**config.mk**
```make
export PLATFORM = sky130hd
export DESIGN_NAME = ex_muldiv_flat
export DESIGN_NICKNAME = d
export VERILOG_FILES = /design/src/rtl/ex_muldiv_pkg.sv /design/src/rtl/ex_muldiv_if.sv /design/src/rtl/ex_muldiv.sv /design/src/flat_wrapper.sv
export SDC_FILE = /design/constraint.sdc
export NUM_CORES = 1
export LEC_CHECK = 0
export ABC_CLOCK_PERIOD_IN_PS = 3450
export CAP_MARGIN = 10
export CORE_ASPECT_RATIO = 1.75
export CORE_UTILIZATION = 40
export DETAILED_ROUTE_END_ITERATION = 7
export PLACE_DENSITY = 0.55
export SKIP_LAST_GASP = 1
export SLEW_MARGIN = 10
export SYNTH_ARGS = -nofsm -noshare
export SYNTH_HDL_FRONTEND = slang
export SYNTH_SLANG_ARGS = --single-unit
```
**constraint.sdc**
```tcl
create_clock -name clk -period 3.45 [get_ports clk]
set_clock_uncertainty 0.05 [all_clocks]
set_input_delay 0.69 -clock clk [delete_from_list [all_inputs] [get_ports clk]]
set_output_delay 0.69 -clock clk [all_outputs]
set_load 0.02 [all_outputs]
```
**src/rtl/ex_muldiv_pkg.sv**
```systemverilog
// Shared types and constants for the EX-stage multiply/divide unit.
package muldiv_pkg;

    // Operation codes carried on the op field from ID/EX; 6 and 7 are reserved.
    typedef enum logic [2:0] {
        OP_MULT  = 3'd0,
        OP_MULTU = 3'd1,
        OP_DIV   = 3'd2,
        OP_DIVU  = 3'd3,
        OP_MTHI  = 3'd4,
        OP_MTLO  = 3'd5
    } muldiv_op_t;

    // Controller states: idle, iterating multiply, iterating divide, final write.
    typedef enum logic [1:0] {
        IDLE = 2'd0,
        MUL  = 2'd1,
        DIV  = 2'd2,
        FIX  = 2'd3
    } muldiv_state_t;

    // Number of iteration cycles for a 32-bit operation (one bit per cycle).
    localparam int MULDIV_ITERS = 32;

endpackage

```
**src/rtl/ex_muldiv_if.sv**
```systemverilog
// Request/response bundle between the EX stage and the multiply/divide unit.
interface ex_muldiv_if #(
    parameter int WIDTH = 32
);
    logic             flush;
    logic             start;
    logic [2:0]       op;
    logic [WIDTH-1:0] a;
    logic [WIDTH-1:0] b;
    logic             busy;
    logic             done;
    logic [WIDTH-1:0] hi;
    logic [WIDTH-1:0] lo;

    // EX stage side: issues operations and reads HI/LO.
    modport master (
        output flush, start, op, a, b,
        input  busy, done, hi, lo
    );

    // Unit side: accepts operations and owns HI/LO.
    modport slave (
        input  flush, start, op, a, b,
        output busy, done, hi, lo
    );
endinterface

```
**src/rtl/ex_muldiv.sv**
```systemverilog
// Iterative MIPS multiply/divide unit: shift-add multiply and restoring
// divide at one bit per cycle, plus single-cycle MTHI/MTLO. Owns HI/LO.
module ex_muldiv
    import muldiv_pkg::*;
#(
    parameter int WIDTH = 32
) (
    input  logic       clk,
    input  logic       reset_n,
    ex_muldiv_if.slave bus
);

    // Conditional two's-complement negation helpers for the final fix-up.
    function automatic logic [WIDTH-1:0] cond_neg(input logic [WIDTH-1:0] x, input logic en);
        return en ? -x : x;
    endfunction

    function automatic logic [2*WIDTH-1:0] cond_neg2(input logic [2*WIDTH-1:0] x, input logic en);
        return en ? -x : x;
    endfunction

    muldiv_state_t state, state_nxt;

    logic [5:0]         count;
    logic               is_signed;
    logic               is_div;
    logic               sign_a;
    logic               sign_b;
    logic               div_zero;
    logic [WIDTH-1:0]   orig_a;
    logic [WIDTH-1:0]   opb;      // |b|: multiplicand or divisor
    logic [2*WIDTH-1:0] acc;      // multiply accumulator, multiplier in low half
    logic [WIDTH-1:0]   rem;      // divide partial remainder
    logic [WIDTH-1:0]   quo;      // dividend shifting out, quotient shifting in
    logic [WIDTH-1:0]   hi_q;
    logic [WIDTH-1:0]   lo_q;
    logic               done_q;

    logic               start_mul;
    logic               start_div;
    logic               write_hi;
    logic               write_lo;
    logic               fix_write;
    logic               signed_op;
    logic               iterate;
    logic               last_iter;
    logic [WIDTH-1:0]   mag_a;
    logic [WIDTH-1:0]   mag_b;
    logic [WIDTH:0]     mul_sum;
    logic [2*WIDTH-1:0] acc_nxt;
    logic [WIDTH:0]     div_shift;
    logic [WIDTH:0]     div_trial;
    logic [WIDTH-1:0]   rem_nxt;
    logic [WIDTH-1:0]   quo_nxt;
    logic [2*WIDTH-1:0] prod_fix;
    logic [WIDTH-1:0]   fix_hi;
    logic [WIDTH-1:0]   fix_lo;

    assign signed_op = (bus.op == OP_MULT) || (bus.op == OP_DIV);
    assign mag_a     = cond_neg(bus.a, signed_op && bus.a[WIDTH-1]);
    assign mag_b     = cond_neg(bus.b, signed_op && bus.b[WIDTH-1]);
    assign iterate   = (state == MUL) || (state == DIV);
    assign last_iter = (count == 6'(WIDTH - 1));

    // One multiply step: conditionally add |b| into the upper half, shift right.
    assign mul_sum = acc[0] ? ({1'b0, acc[2*WIDTH-1:WIDTH]} + {1'b0, opb})
                            : {1'b0, acc[2*WIDTH-1:WIDTH]};
    assign acc_nxt = {mul_sum, acc[WIDTH-1:1]};

    // One restoring-divide step: a set top bit of the trial means it went negative.
    assign div_shift = {rem, quo[WIDTH-1]};
    assign div_trial = div_shift - {1'b0, opb};
    assign rem_nxt   = div_trial[WIDTH] ? div_shift[WIDTH-1:0] : div_trial[WIDTH-1:0];
    assign quo_nxt   = {quo[WIDTH-2:0], ~div_trial[WIDTH]};

    // Sign fix-up and divide-by-zero override for the final HI/LO write.
    always_comb begin
        prod_fix = cond_neg2(acc, is_signed && (sign_a ^ sign_b));
        fix_hi   = prod_fix[2*WIDTH-1:WIDTH];
        fix_lo   = prod_fix[WIDTH-1:0];
        if (is_div) begin
            if (div_zero) begin
                fix_hi = orig_a;
                fix_lo = '1;
            end else begin
                fix_hi = cond_neg(rem, is_signed && sign_a);
                fix_lo = cond_neg(quo, is_signed && (sign_a ^ sign_b));
            end
        end
    end

    // Controller state register.
    always_ff @(posedge clk) begin
        // NOTE: sequential state uses non-blocking assignments so every register samples pre-edge values.
        if (!reset_n) state <= IDLE;
        else          state <= state_nxt;
    end

    // Next-state decode and single-cycle strobes; flush overrides everything.
    always_comb begin
        // NOTE: every output gets a default first so no path holds a value and no latch is inferred.
        state_nxt = state;
        start_mul = 1'b0;
        start_div = 1'b0;
        write_hi  = 1'b0;
        write_lo  = 1'b0;
        fix_write = 1'b0;
        case (state)
            IDLE: begin
                if (bus.start) begin
                    case (bus.op)
                        OP_MULT, OP_MULTU: begin
                            start_mul = 1'b1;
                            state_nxt = MUL;
                        end
                        OP_DIV, OP_DIVU: begin
                            start_div = 1'b1;
                            state_nxt = DIV;
                        end
                        OP_MTHI: write_hi = 1'b1;
                        OP_MTLO: write_lo = 1'b1;
                        default: ;
                    endcase
                end
            end
            MUL: if (last_iter) state_nxt = FIX;
            DIV: if (last_iter) state_nxt = FIX;
            FIX: begin
                fix_write = 1'b1;
                state_nxt = IDLE;
            end
            default: state_nxt = IDLE;
        endcase
        if (bus.flush) begin
            state_nxt = IDLE;
            start_mul = 1'b0;
            start_div = 1'b0;
            write_hi  = 1'b0;
            write_lo  = 1'b0;
            fix_write = 1'b0;
        end
    end

    // Operand latch, iteration datapath, and HI/LO architectural registers.
    always_ff @(posedge clk) begin
        if (!reset_n) begin
            // NOTE: datapath registers are reset too, so a mid-operation reset leaves no stale operands.
            count     <= '0;
            is_signed <= 1'b0;
            is_div    <= 1'b0;
            sign_a    <= 1'b0;
            sign_b    <= 1'b0;
            div_zero  <= 1'b0;
            orig_a    <= '0;
            opb       <= '0;
            acc       <= '0;
            rem       <= '0;
            quo       <= '0;
            hi_q      <= '0;
            lo_q      <= '0;
            done_q    <= 1'b0;
        end else begin
            done_q <= fix_write;
            if (start_mul || start_div) begin
                count     <= '0;
                is_signed <= signed_op;
                is_div    <= start_div;
                sign_a    <= bus.a[WIDTH-1];
                sign_b    <= bus.b[WIDTH-1];
                div_zero  <= (bus.b == '0);
                orig_a    <= bus.a;
                opb       <= mag_b;
                acc       <= {{WIDTH{1'b0}}, mag_a};
                quo       <= mag_a;
                rem       <= '0;
            end
            if (iterate) begin
                count <= count + 6'd1;
                if (state == MUL) begin
                    acc <= acc_nxt;
                end else begin
                    rem <= rem_nxt;
                    quo <= quo_nxt;
                end
            end
            if (bus.flush) count <= '0;
            if (fix_write) begin
                hi_q <= fix_hi;
                lo_q <= fix_lo;
            end
            if (write_hi) hi_q <= bus.a;
            if (write_lo) lo_q <= bus.a;
        end
    end

    assign bus.busy = (state != IDLE);
    assign bus.done = done_q;
    assign bus.hi   = hi_q;
    assign bus.lo   = lo_q;

endmodule
```
**src/flat_wrapper.sv**
```systemverilog
// flat-port wrapper written by rule: the top's interface ports become plain ports
module ex_muldiv_flat import muldiv_pkg::*;
#(
    parameter int WIDTH = 32
)
  (clk, reset_n, bus_flush, bus_start, bus_op, bus_a, bus_b, bus_busy, bus_done, bus_hi, bus_lo);
  ex_muldiv_if #(.WIDTH(WIDTH)) bus_i ();
  input  logic clk;
  input  logic reset_n;
  input wire logic [$bits(bus_i.flush)-1:0] bus_flush;
  input wire logic [$bits(bus_i.start)-1:0] bus_start;
  input wire logic [$bits(bus_i.op)-1:0] bus_op;
  input wire logic [$bits(bus_i.a)-1:0] bus_a;
  input wire logic [$bits(bus_i.b)-1:0] bus_b;
  output wire logic [$bits(bus_i.busy)-1:0] bus_busy;
  output wire logic [$bits(bus_i.done)-1:0] bus_done;
  output wire logic [$bits(bus_i.hi)-1:0] bus_hi;
  output wire logic [$bits(bus_i.lo)-1:0] bus_lo;
  assign bus_i.flush = bus_flush;
  assign bus_i.start = bus_start;
  assign bus_i.op = bus_op;
  assign bus_i.a = bus_a;
  assign bus_i.b = bus_b;
  assign bus_busy = bus_i.busy;
  assign bus_done = bus_i.done;
  assign bus_hi = bus_i.hi;
  assign bus_lo = bus_i.lo;
  ex_muldiv #(.WIDTH(WIDTH)) u_core (.clk(clk), .reset_n(reset_n), .bus(bus_i));
endmodule
```
# --- Word-level counts from Yosys, hierarchy flattened ---
# Index checks and enable logic that the tools add are counted.
word_totals:
  ff_bits: 270
  inputBits: 71
  output_inout_bits: 66
  wordCells: 105
classes:
  n_addsub: 8
  n_eq_ne: 12
  mux: 48
  bitwise: 3
  n_reduce_logical: 19
ops:
  columns: ["operator", "n"]
  rows:
  - ["$mux 32", 19]
  - ["$mux 64", 4]
  - ["$neg 32->32", 4]
  - ["$neg 64->64", 1]
  - ["$add 32x32->33", 1]
  - ["$mux 33", 1]
  - ["$sub 33x32->33", 1]
  - ["$logic_not 32->1", 1]
  - ["$mux 1", 18]
  - ["$mux 6", 2]
  - ["$reduce_bool 2->1", 4]
  - ["$reduce_or 2->1", 4]
  - ["$add 6x1->6 const B", 1]
  - ["$eq 3x2->1 const B", 2]
  - ["$eq 3x3->1 const B", 2]
  - ["$eq 6x5->1 const B", 1]
  - ["$pmux 2 s3", 1]
  - ["$eq 2x2->1 const B", 2]
  - ["$logic_and 1x1->1", 4]
  - ["$mux 2", 2]
  - ["$pmux 2 s2", 1]
  - ["$eq 3x1->1 const B", 1]
  - ["$logic_not 3->1", 1]
  - ["$logic_or 1x1->1", 3]
  - ["other kinds (8)", 9]

# --- Longest topological paths before layout ---
depth:
  depth_word: 10
  depth_mapped: 12

# --- Least setup slack after synthesis ---
# No wires, ideal clock.
synth_path:
  kind: "flip-flop to flip-flop"
  startpoint: "register u_core.acc[32]"
  endpoint: "register u_core.acc[51]"
  setup_time_ps: 130
  t_arrival_ps: 2687
  t_required_ps: 3270
  slack_ps: 582
  path_stages_with_launch: 11
  period_less_slack_ps: 2868
  cell_sequence: "dfxtp_1 -> ha_1 -> fa_1 -> a21o_1 -> a221oi_1 -> o2111ai_1 -> and3_1 -> a221o_1 -> a21oi_1 -> xor2_1 -> o22ai_1"
synth_between:
  elab_chain_cells: 4
synth_lines:
  columns: ["item", "line", "rtl"]
  rows:
  - ["start, declared", "ex_muldiv.sv:32", "logic [2*WIDTH-1:0] acc;"]
  - ["start signal, assigned", "ex_muldiv.sv:173", "acc <= {{WIDTH{1'b0}}, mag_a};"]
  - ["start signal, assigned", "ex_muldiv.sv:180", "acc <= acc_nxt;"]
  - ["$add 32x32->33", "ex_muldiv.sv:66", "assign mul_sum = acc[0] ? ({1'b0, acc[2*WIDTH-1:WIDTH]} + {1'b0, opb})"]
  - ["$mux 33", "ex_muldiv.sv:66", null]
  - ["$mux 64", "ex_muldiv.sv:179", "if (state == MUL) begin"]
  - ["$mux 64", "ex_muldiv.sv:177", "if (iterate) begin"]
# No other way between the ends.
# A chain may end at the register's enable or synchronous reset.

# --- Worst setup path in the final report ---
layout_path:
  startpoint: "register u_core.quo[31]"
  endpoint: "register u_core.rem[29]"
layout_between:
  elab_chain_cells: 4
layout_lines:
  columns: ["item", "line", "rtl"]
  rows:
  - ["start, declared", "ex_muldiv.sv:34", "logic [WIDTH-1:0] quo;"]
  - ["start signal, assigned", "ex_muldiv.sv:174", "quo <= mag_a;"]
  - ["start signal, assigned", "ex_muldiv.sv:183", "quo <= quo_nxt;"]
  - ["$sub 33x32->33", "ex_muldiv.sv:72", "assign div_trial = div_shift - {1'b0, opb};"]
  - ["$mux 32", "ex_muldiv.sv:73", "assign rem_nxt = div_trial[WIDTH] ? div_shift[WIDTH-1:0] : div_trial[WIDTH-1:0];"]
  - ["$mux 32", "ex_muldiv.sv:179", null]
  - ["$mux 32", "ex_muldiv.sv:177", null]
  - ["end signal, assigned", "ex_muldiv.sv:182", "rem <= rem_nxt;"]
  - ["end, declared", "ex_muldiv.sv:33", "logic [WIDTH-1:0] rem;"]
# No other way between the ends.

==> reports/metrics.csv <==
stage,metric,value,unit
run_status,status,"finished, final reports clean",
floorplanning,fp.coreArea,47880,sq um
route,first_pass_iters,6,
worst_setup_path,crit_type,reg2reg,
timing,worst_pin_slew,969.0,ps
route,antenna_left,0,
global_routing,grt_first_pass_wirelength,130.0,mm
floorplanning,num_rows,106,
placed_design,portBuffers,136,
route,wl_per_cell,25.52,microns
pwr,leakage,8.836,nW
logic_synthesis,synth_cells,2610,
logic_synthesis,ys_seq_elements,269,
clock_network,insertion_delay,600,ps
pwr,power.density,491.1,nW/um^2
clock_network,h-tree-depth,1,
worst_setup_path,reg2reg_to,u_core.rem[29],
timing,hold_violations,0,
logic_synthesis,syn_area,19480,sq um
pwr,irDropWorstVdd,0.4658,mV
logic_synthesis,ys_types,94,
worst_setup_path,required,3870,ps
placed_design,gp_congestion,1.039,
logic_synthesis,synth-simple-area-share,21.76,%
logic_synthesis,yosys.area_share.adder,4.960,%
logic_synthesis,synth_top_family_by_area,compound AO/OA/AOI/OAI gates,
cells_and_area,stdcell_count,3438,
placed_design,dp.cells,3381,
route,routed_wl,87.75,mm
cells_and_area,layout_common_cells,"nand2_1 (276), dfxtp_1 (269), a21oi_1 (268), nor2_1 (234), o21ai_0 (186)",
logic_synthesis,synth_area_per_cell,7.462,sq um
clock_network,cts.clk_slew.worst_paths,70,ps
floorplanning,ios,137,
clock_network,cts_setup_buffers,0,
cells_and_area,areaGrowthSynthToFinish,20.34,%
logic_synthesis,synth_mux_area_share,2.133,%
worst_setup_path,worstPathArrival,3730,ps
placed_design,placed_area,22340,sq um
clock_network,ctsResizeCount,0,
floorplanning,die_y,293.9,microns
worst_setup_path,r2r_cells,12,
global_routing,grt_pass1_vias,20630,
cells_and_area,drive_gt1_share,10.18,%
clock_network,cts_buffers,30,
logic_synthesis,ys_seq_area_share,27.65,%
worst_setup_path,rrSetupSlack,140,ps
logic_synthesis,synth-xor-area-share,9.534,%
placed_design,dp_hpwl,68.50,mm
worst_hold_path,hp-start,reset_n,
floorplanning,die_area,49610,sq um
global_routing,globalRouteTotalUtil,35.05,%
global_routing,antenna_found_initial,1,
logic_synthesis,synth_top_flop_cell,dfxtp_1,
timing,fmax,0.3022,GHz
logic_synthesis,syn_nets,2757,
worst_setup_path,start_kind,flip-flop,
clock_network,cts_tree,built,
worst_setup_path,r2r-start,u_core.quo[31],
timing,tns,0,ps
timing,slew_viol_final,0,
clock_network,holdBufCountCts,0,
clock_network,clkSinkCount,269,
clock_network,cts-root-buf,clkbuf_16,
global_routing,gr-total-overflow,0,
worst_setup_path,path_max_fanout,17,
worst_setup_path,startpoint,u_core.quo[31],
clock_network,cts_buffer_depth,3,
logic_synthesis,synth_compound_area_share,28.67,%
cells_and_area,fin_area,23440,sq um
pwr,power,11.51,mW
timing,period_minus_slack,3309,ps
timing,rsz0062_at_grt,false,
worst_hold_path,hold_path_class,in2reg,
worst_setup_path,worstSetupEndpoint,u_core.rem[29],
logic_synthesis,yosys_warnings,0,
worst_setup_path,endpoint_kind,flip-flop,
logic_synthesis,postSynth.asyncResetShare,0,%
job,max_cap_viol_count,0,
floorplanning,die_w,168.8,microns
logic_synthesis,synth-edff-count,0,
cells_and_area,fillers,4826,
global_routing,grt_max_degree,127,
timing,relSlewSlack,34.80,%
timing,fin_crit_sh,95.90,%
route,via_count,20920,
route,drtIter0Drc,1670,
route,viasPerCell,6.085,
route,drc,0,
cells_and_area,layout.nets,2912,
timing,setup_viol,0,
floorplanning,initial_core_util,40.68,%
cells_and_area,final_common_cell,nand2_1,
report_power, final:
part,internal (mW),leakage [nW],switching (mW)
clock network,2.12,0.531,1.52
logic,1.73,6.12,2.65
registers,3.26,2.18,0.231
layout make-up:
cell class / instances / area (sq um) / area share [%]
tap: 648 / 810.8 / 3.459
timing repair buffer: 308 / 2750 / 11.73
antenna: 1 / 2.502 / 0.01068
clock buffer: 36 / 794.5 / 3.390
inverter: 82 / 310.3 / 1.324
multi-input combinational: 2074 / 13090 / 55.86
sequential: 269 / 5385 / 22.98
clock inverter: 20 / 291.5 / 1.244
cells in the mapped netlist (all sizes together), types with 8 or more instances:
cell | number | area share (%)
nand3b | 8 | 0.31
a221oi | 26 | 1.2
mux2i | 37 | 1.9
or4 | 10 | 0.40
xnor2 | 114 | 5.1
a31oi | 47 | 1.5
o211ai | 47 | 1.9
o221ai | 14 | 0.63
ha | 74 | 4.8
or3 | 33 | 1.1
buf | 19 | 0.52
o21bai | 10 | 0.39
o2111ai | 12 | 0.57
nor2b | 15 | 0.48
o22ai | 10 | 0.32
xor2 | 98 | 4.4
clkbuf | 166 | 3.2
nand2b | 17 | 0.55
nor3b | 10 | 0.44
a22oi | 11 | 0.42
a211oi | 57 | 2.2
nand3 | 71 | 1.8
o41ai | 16 | 0.84
nor3 | 76 | 2.1
o21ai | 188 | 4.8
nor4 | 33 | 1.3
nand2 | 277 | 5.3
o31ai | 41 | 1.7
nor2 | 237 | 4.6
a21o | 29 | 1.1
a21oi | 269 | 6.9
and3 | 26 | 0.84
or2 | 11 | 0.35
inv | 82 | 1.6
nand4 | 18 | 0.58
dfxtp | 269 | 28
and2 | 19 | 0.62
o21a | 16 | 0.62
worst max-delay path, stage by stage, from the launching register on:
cell	delay, ps
dfxtp_1	380
inv_1	110
ha_1	250
fa_1	420
nor2b_1	290
o31ai_4	110
a21oi_2	230
o31a_1	280
o2111ai_2	210
o211ai_4	160
buf_4	290
a21boi_0	300
o31ai_1	90
state kept, by name, indices dropped and copies added, names as in the netlist:
| name | count |
|---|---|
| u_core.acc | 64 |
| u_core.rem | 32 |
| u_core.bus.hi | 32 |
| u_core.div_zero | 1 |
| u_core.opb | 32 |
| u_core.is_signed | 1 |
| u_core.orig_a | 32 |
| u_core.is_div | 1 |
| u_core.quo | 32 |
| u_core.state | 2 |
| u_core.bus.done | 1 |
| u_core.count | 6 |
| u_core.bus.lo | 32 |
| u_core.sign_b | 1 |
worst min path at each step:
stage	endpoint	slack, ps	cells past startpoint
after floorplan	u_core.orig_a[17]	380	2
after global placement	u_core.orig_a[2]	390	2
after detailed placement	u_core.orig_a[13]	400	2
after CTS	u_core.bus.lo[21]	380	3
after global routing	u_core.bus.lo[21]	390	3
final	u_core.bus.lo[21]	410	3
cell families after synthesis:
logic type | count (synthesis)
buffers and inverters | 267
AOI/OAI and AO/OA | 867
DFF | 269
muxes | 41
xor gates and xnor gates | 212
and+or+nand+nor | 878
adders and majority gates | 76
metrics by stage:
stage	hold slack [ps]	setup WS [ps]	utilization [%]
after floorplan	381.2	582.2	-
after global placement	392.9	95.69	46.67
after detailed placement	397.3	24.31	46.67
after CTS	384.5	99.59	48.93
after global routing	388.5	10.83	48.95
final	407.1	141.4	48.95
routing by layer:
metal	vias to the layer above	GRT usage [%]	share of wire, %
li1	9834	-	-
met1	9974	35.14	35
met2	831	65.22	52
met3	280	4.398	5.2
met4	0	26.67	8.5
met5	-	0	0
(Power assumes the default switching activity.)
